<file path="src/rtl/jac_pkg.sv">
// Shared types and constants for the fetch/decode front end.
// Holds the fetch FSM state type, default widths and opcode constants.
package jac_pkg;

   localparam int unsigned PcWidthDefault          = 8;
   localparam int unsigned ProgramDataWidthDefault = 16;
   localparam int unsigned ParamBitsDefault        = 8;

   // An all-zero instruction word decodes as a no-op.
   localparam logic [ProgramDataWidthDefault-1:0] Op_NOP = '0;

   typedef enum logic [1:0] {
      StIdle,
      StReq,
      StExec
   } fetch_state_e;

endpackage

</file>
<file path="src/rtl/pc_next.sv">
// Combinational next-pc selection: pc+1, absolute jump or relative jump.
// FETCH_SIGNED_OFFSET_EN selects a sign-extended offset; otherwise it is zero-extended.
module pc_next #(
   parameter int unsigned PC_WIDTH  = 8,
   parameter int unsigned ParamBits = 8
) (
   input  logic [PC_WIDTH-1:0]  pc,
   input  logic                 cnt_wr_en,
   input  logic                 add_offset,
   input  logic [PC_WIDTH-1:0]  literal_adr,
   input  logic [ParamBits-1:0] offset,
   output logic [PC_WIDTH-1:0]  next_pc
);

   logic [PC_WIDTH-1:0] offset_ext;

`ifdef FETCH_SIGNED_OFFSET_EN
   assign offset_ext = PC_WIDTH'($signed(offset));
`else
   assign offset_ext = PC_WIDTH'(offset);
`endif

   // Sums are truncated to PC_WIDTH, so all pc arithmetic wraps.
   always_comb begin
      next_pc = pc + PC_WIDTH'(1);
      if (cnt_wr_en) begin
         if (add_offset) begin
            next_pc = pc + offset_ext;
         end else begin
            next_pc = literal_adr;
         end
      end
   end

endmodule

</file>
<file path="src/rtl/fetch_unit.sv">
// Instruction fetch unit: requests a word at pc, loads the instruction register,
// then waits for the execute stage before advancing pc.
module fetch_unit
   import jac_pkg::*;
#(
   parameter int unsigned PC_WIDTH          = PcWidthDefault,
   parameter int unsigned PROGRAM_DataWidth = ProgramDataWidthDefault,
   parameter int unsigned ParamBits         = ParamBitsDefault
) (
   input  logic                         clk,
   input  logic                         rst,
   input  logic                         run,
   output logic                         mem_req,
   output logic [PC_WIDTH-1:0]          mem_adr,
   input  logic                         mem_ack,
   input  logic [PROGRAM_DataWidth-1:0] mem_data,
   output logic [PROGRAM_DataWidth-1:0] instruction,
   output logic                         instr_valid,
   input  logic                         exec_done,
   input  logic                         cnt_wr_en,
   input  logic                         add_offset,
   input  logic [PC_WIDTH-1:0]          literal_adr,
   input  logic [ParamBits-1:0]         offset,
   output logic [PC_WIDTH-1:0]          pc,
   output logic                         busy
);

   fetch_state_e                 state_q, state_d;
   logic [PC_WIDTH-1:0]          pc_q, pc_d;
   logic [PROGRAM_DataWidth-1:0] instr_q, instr_d;
   logic                         valid_q, valid_d;
   logic [PC_WIDTH-1:0]          next_pc;

   pc_next #(
      .PC_WIDTH  (PC_WIDTH),
      .ParamBits (ParamBits)
   ) u_pc_next (
      .pc          (pc_q),
      .cnt_wr_en   (cnt_wr_en),
      .add_offset  (add_offset),
      .literal_adr (literal_adr),
      .offset      (offset),
      .next_pc     (next_pc)
   );

   always_ff @(posedge clk or posedge rst) begin
      if (rst) begin
         state_q <= StIdle;
         pc_q    <= '0;
         instr_q <= PROGRAM_DataWidth'(Op_NOP);
         valid_q <= 1'b0;
      end else begin
         state_q <= state_d;
         pc_q    <= pc_d;
         instr_q <= instr_d;
         valid_q <= valid_d;
      end
   end

   // mem_ack is only honoured in StReq and exec_done only in StExec.
   always_comb begin
      state_d = state_q;
      pc_d    = pc_q;
      instr_d = instr_q;
      valid_d = 1'b0;
      unique case (state_q)
         StIdle: begin
            if (run) state_d = StReq;
         end
         StReq: begin
            if (mem_ack) begin
               instr_d = mem_data;
               valid_d = 1'b1;
               state_d = StExec;
            end
         end
         StExec: begin
            if (exec_done) begin
               pc_d    = next_pc;
               state_d = run ? StReq : StIdle;
            end
         end
         default: state_d = StIdle;
      endcase
   end

   // Outputs come straight from registers so reset clears them without a clock.
   assign mem_req     = (state_q == StReq);
   assign mem_adr     = pc_q;
   assign pc          = pc_q;
   assign instruction = instr_q;
   assign instr_valid = valid_q;
   assign busy        = (state_q != StIdle);

endmodule

</file>
<file path="config.mk">
export PLATFORM = sky130hd
export DESIGN_NAME = fetch_unit
export DESIGN_NICKNAME = d
export VERILOG_FILES = /design/src/rtl/jac_pkg.sv /design/src/rtl/pc_next.sv /design/src/rtl/fetch_unit.sv
export SDC_FILE = /design/constraint.sdc
export NUM_CORES = 1
export LEC_CHECK = 0
export CORE_AREA = 2 2 68 70
export CTS_CLUSTER_DIAMETER = 80
export DETAILED_ROUTE_END_ITERATION = 6
export DIE_AREA = 0 0 70 72
export PLACE_DENSITY = 0.75
export SLEW_MARGIN = 20
export SYNTH_ARGS = -nofsm -noshare
export SYNTH_HDL_FRONTEND = slang
export SYNTH_SLANG_ARGS = --single-unit
</file>
<file path="constraint.sdc">
create_clock -name clk -period 5.2 [get_ports clk]
set_input_delay 0.52 -clock clk [delete_from_list [all_inputs] [get_ports clk]]
set_output_delay 0.52 -clock clk [all_outputs]
set_load 0.05 [all_outputs]
</file>
After elaboration in Yosys (flattened, before gate mapping)
Index checks and enable logic that the tools add are counted.

operators by class
  add/subtract/negate cells = 2
  eq/ne operators = 5
  muxes and demuxes = 9
  reductions and logical operators = 5

operator list
  cell                                                    number
  two-way mux 8 bit                                       2
  adder 8 x 1 -> 8 bit (second input constant)            1
  adder 8 bit                                             1
  two-way mux 2 bit                                       3
  case mux 2 bit (3 select lines)                         1
  inequality test 2 bit (second input constant)           2
  AND reduction 2 bit                                     2
  two-way mux 1 bit                                       3
  AND reduction 3 bit                                     1
  equality test 2 x 1 -> 1 bit (second input constant)    1
  equality test 2 bit (second input constant)             1
  zero test 2 bit                                         1
  inequality test 2 x 1 -> 1 bit (second input constant)  1
  nonzero test 2 bit                                      1

word-level totals
  flip-flop bits (word level) = 27
  input port bits = 39
  output and inout port bits = 35
  word-level logic and storage cells = 25

Depth between registers and ports, before layout
  depth in word-level cells = 3
  gate-level depth with buffers = 8
  gate-level depth less buffers = 8

By module
A second synthesis with hierarchy kept.

unflattened totals
  cell total of the unflattened synthesis = 156
  area total of the unflattened synthesis = 1,736.7 um^2

by module, submodules not included
  module      instances  cells each  area each (um^2)  sequential area each (um^2)
  fetch_unit  1          71          1,127.3           675.6
  pc_next     1          85          609.3             0.0

Least setup slack after synthesis
OpenSTA, ideal clock, no wires.

  kind = reg-to-reg
  start = reg pc_q[0] (netlist: mem_adr[0])
  end = reg pc_q[6] (netlist: mem_adr[6])
  library setup time = 0.122 ns
  arrival = 2.062 ns
  required time = 5.078 ns
  slack = 3.016 ns
  stages on the path, launching flop included = 9
  buffers on the path = 0
  period minus slack after synthesis = 2.184 ns
  cell sequence = dfrtp_1 -> ha_1 -> inv_1 -> fa_1 -> nor2b_1 -> o2111ai_1 -> nand3_1 -> o2111ai_1 -> a32o_1

between the ends
  word-level cells in the longest chain between the ends = 3
  elaborated cells between the ends (all ways) = 4
  those cells by class = 2 x add/sub; 2 x mux

ends and longest elaborated chain
  element                 RTL line          text
  start, declared         fetch_unit.sv:29  logic [PC_WIDTH-1:0] pc_q, pc_d;
  start signal, assigned  fetch_unit.sv:54  pc_q <= pc_d;
  adder 8 bit             pc_next.sv:28     next_pc = pc + offset_ext;
  two-way mux 8 bit       pc_next.sv:27     if (add_offset) begin
  two-way mux 8 bit (*)   pc_next.sv:26     if (cnt_wr_en) begin

Every way passes the cells marked *; elsewhere a longest branch is shown, timed or not.
A chain may end at the register's enable or synchronous reset.

Final worst setup path
  start = reg state_q[0]
  end = out mem_req

between the ends
  word-level cells in the longest chain between the ends = 1

ends and longest elaborated chain
  element                       RTL line          text
  start, declared               fetch_unit.sv:28  fetch_state_e state_q, state_d;
  start signal, assigned        fetch_unit.sv:48  state_q <= StIdle;
  start signal, assigned        fetch_unit.sv:53  state_q <= state_d;
  equality test 2 x 1 -> 1 bit  fetch_unit.sv:88  assign mem_req = (state_q == StReq);
  end, declared                 fetch_unit.sv:13  output logic mem_req,

Every way passes these cells.

==> metrics.csv <==
stage,metric,value,unit
setup_path,Crit. End Element,primary output,
yosys,"FFs w/ async S/R, synth",100,%
routing,initial drt markers,87,
yosys,Syn. warnings,0,
grt,GR Overflow Total,0,
timing,measured slew at the worst slew-check pin,0.631,ns
placement,pre-CTS setup slack,2.68,ns
timing,slew margin rel.,57.9,%
routing,number of routed nets with antenna violations,0,
floorplan,DIE AREA,5040,sq um
floorplan,IO Pins,74,
yosys,number of synthesized flops with an enable pin,0,
setup_path,CP Data Arrival Time,1.75,ns
setup_path,critical path type,flop to primary output,
floorplan,DIE HEIGHT,72,microns
routing,average wire per standard cell,13.1,microns
cts,CTS Buffer Depth,2,
power,pwr dens,663,nW/um^2
yosys,Post-Synth Simple-Gate Area,25.2,%
timing,Fmax achieved,440,MHz
cts,Clock Latency Late Sink,0.28,ns
setup_path,reg2reg path depth,8,
grt,first-pass GRT wire length,6.67,mm
timing,Final setup viols,0,
setup_path,Critical R2R Capture,mem_adr[6],
placement,hpwl dp,3.01,mm
worst_hold_path,hold path cells,2,
yosys,Unique masters post-synth,44,
routing,Residual DRC,0,
cts,clock sink count,27,
cts,number of CTS-inserted buffers,3,
cts,clk root buf,clkbuf_8,
setup_path,R2R setup slack,3.17,ns
floorplan,Rows,24,
placement,routability congestion estimate,0.836,
timing,Setup TNS Final,0,ns
yosys,mux share of post-synthesis cell area,1.20,%
yosys,Mapped Avg Cell Area,8.61,sq um
routing,Via Count,1533,
yosys,largest family of logic cells by synthesized area,simple AND/OR/NAND/NOR gates,
yosys,adder-cell area share of the yosys netlist,7.23,%
finish,Area Overhead vs Synth,44.3,%
timing,RSZ-0062 raised after global routing,false,
cts,CTS resizes,0,
cts,clk slew on worst S/H paths,0.10,ns
worst_hold_path,HP Class,flop to flop,
floorplan,Starting Density,39.0,%
cts,CTS tree,yes,
cts,# H-tree levels,1,
setup_path,Reg-to-Reg Start,mem_adr[0],
yosys,Post-synth top flop,dfrtp_1,
routing,vias per std cell,4.98,
grt,Total GRT Usage,16.2,%
power,VDD IR max,0.000396,V
finish,Antenna Cells,0,
finish,fillers,406,
power,cell leakage power,1.08,nW
yosys,sequential area share after synthesis,40.7,%
timing,final hold vios,0,
timing,crit share post-route,43.7,%
placement,PortBufs,73,
timing,Tmin final,2.27,ns
finish,layout cell share with drive strength beyond 1,3.91,%
grt,largest net degree at the start of global routing,28,
floorplan,Die Wd,70,microns
floorplan,Core Box Area,4260,sq um
status,status,"finished, final reports clean",
finish,layout net count,305,
grt,antenna violations before repair,0,
cts,cts hold-fix bufs,0,
setup_path,crit start category,flop,
timing,fin worst setup slack,2.93,ns
yosys,Post-Syn Area,1660,sq um
routing,Pre-antenna DRT Iters,4,
timing,Hold WS,0.483,ns
run,Max Cap Viol,0,
cts,Post-CTS Setup Repair Bufs,0,
setup_path,Worst Setup SP,state_q[0],
setup_path,critical path required time,4.68,ns
grt,vias in the first global route,1532,
yosys,Seq cells post-synth,27,
yosys,Synth Area in Compound Gates,14.8,%
timing,Clock Skew,0.00436,ns
setup_path,worst-path maximum fanout,7,
yosys,xor/xnor share of the synthesized area,2.64,%
yosys,Mapped Cells,193,
timing,fin. max-slew vios,0,
routing,drt total wl,4.03,mm
setup_path,crit path capture,mem_req,
yosys,Synth Net Count,241,
state kept, by name, indices dropped and copies added (netlist names):
signal	flops
state_q	2
instruction	16
mem_adr	8
instr_valid	1
final cells by class:
type / count / area [sq um] / share of cell area (%)
multi-input cells: 143 / 847 / 35.3
repair buffers: 73 / 731 / 30.5
flip-flops and latches: 27 / 676 / 28.2
well taps: 52 / 65.1 / 2.71
clock buffers: 4 / 45.0 / 1.88
inverters: 9 / 33.8 / 1.41
Yosys cell counts, types with 2 or more instances:
cell type	count	share of area, %
nand3_1	5	1.5
buf_4	9	4.1
a31oi_1	2	0.75
o21bai_1	2	0.90
nor2_1	6	1.4
inv_1	8	1.8
nor3_1	4	1.2
mux2i_1	2	1.2
nand2_1	57	13
nand2b_1	4	1.5
a21oi_1	9	2.7
o2111ai_1	3	1.6
a21o_1	2	0.90
ha_1	8	6.0
xnor2_1	4	2.1
and3_1	2	0.75
dfrtp_1	27	41
clkbuf_1	2	0.45
nor2b_1	4	1.5
a32o_1	2	1.2
o21ai_0	8	2.4
critical path, stage by stage (launching register included):
cell	delay [ns]
dfrtp_1	0.45
nor2b_1	0.20
clkdlybuf4s50_1	0.84
placed cells by master (no fill, tap or decap), types with 2 or more instances in the layout:
cell / Yosys / layout
clkdlybuf4s50_1: 0 / 73
nand2_1: 57 / 57
dfrtp_1: 27 / 27
a21oi_1: 9 / 9
o21ai_0: 8 / 8
ha_1: 8 / 8
inv_1: 8 / 7
nor2_1: 6 / 6
nand3_1: 5 / 5
nor2b_1: 4 / 4
xnor2_1: 4 / 4
nor3_1: 4 / 4
nand2b_1: 4 / 4
o2111ai_1: 3 / 3
clkbuf_8: 1 / 3
inv_2: 1 / 2
a21o_1: 2 / 2
a32o_1: 2 / 2
mux2i_1: 2 / 2
and3_1: 2 / 2
a31oi_1: 2 / 2
o21bai_1: 2 / 2
kinds of logic (layout without fill, tap and decap cells):
kind of cell,count (synthesis),count (layout)
buffers and inverters,23,86
AND/OR/NAND/NOR,90,90
AO/OA/AOI/OAI,37,37
flip-flops,27,27
multiplexers,2,2
XOR/XNOR,5,5
adder cells (fa/ha/maj),9,9
power by group:
group / internal [mW] / switching [mW] / total (mW)
Clock: 0.0550 / 0.0675 / 0.123
Sequential: 0.304 / 0.0935 / 0.397
Combinational: 0.375 / 0.694 / 1.07
layer usage:
layer	track usage, %	vias to the layer above	wire length, microns
met3	6.25	2	425
li1	-	783	-
met5	0	-	0
met2	27.5	59	1820
met1	19.5	689	1760
met4	3.85	0	25
how the worst min path moves through the flow:
stage                      end             from  slack (ns)
5_1_grt        instruction[13]  instruction[13]        0.52
2_1_floorplan       state_q[1]       state_q[1]        0.52
4_1_cts         instruction[3]   instruction[3]        0.49
6_report       instruction[15]  instruction[15]        0.48
3_5_place_dp    instruction[7]   instruction[7]        0.46
3_3_place_gp    instruction[8]   instruction[8]        0.46
metrics by stage:
stage | cell area, sq um | util, % | power [mW] | instances
6_report | 2400 | 56.2 | 1.59 | 308
5_1_grt | 2400 | 56.2 | 1.69 | 308
4_1_cts | 2400 | 56.2 | 1.60 | 308
3_5_place_dp | 2350 | 55.2 | 1.47 | 304
3_3_place_gp | 2350 | 55.2 | 1.46 | 304
2_1_floorplan | 1660 | - | 1.16 | 193
Note: power is estimated with default switching activity, not from simulation.
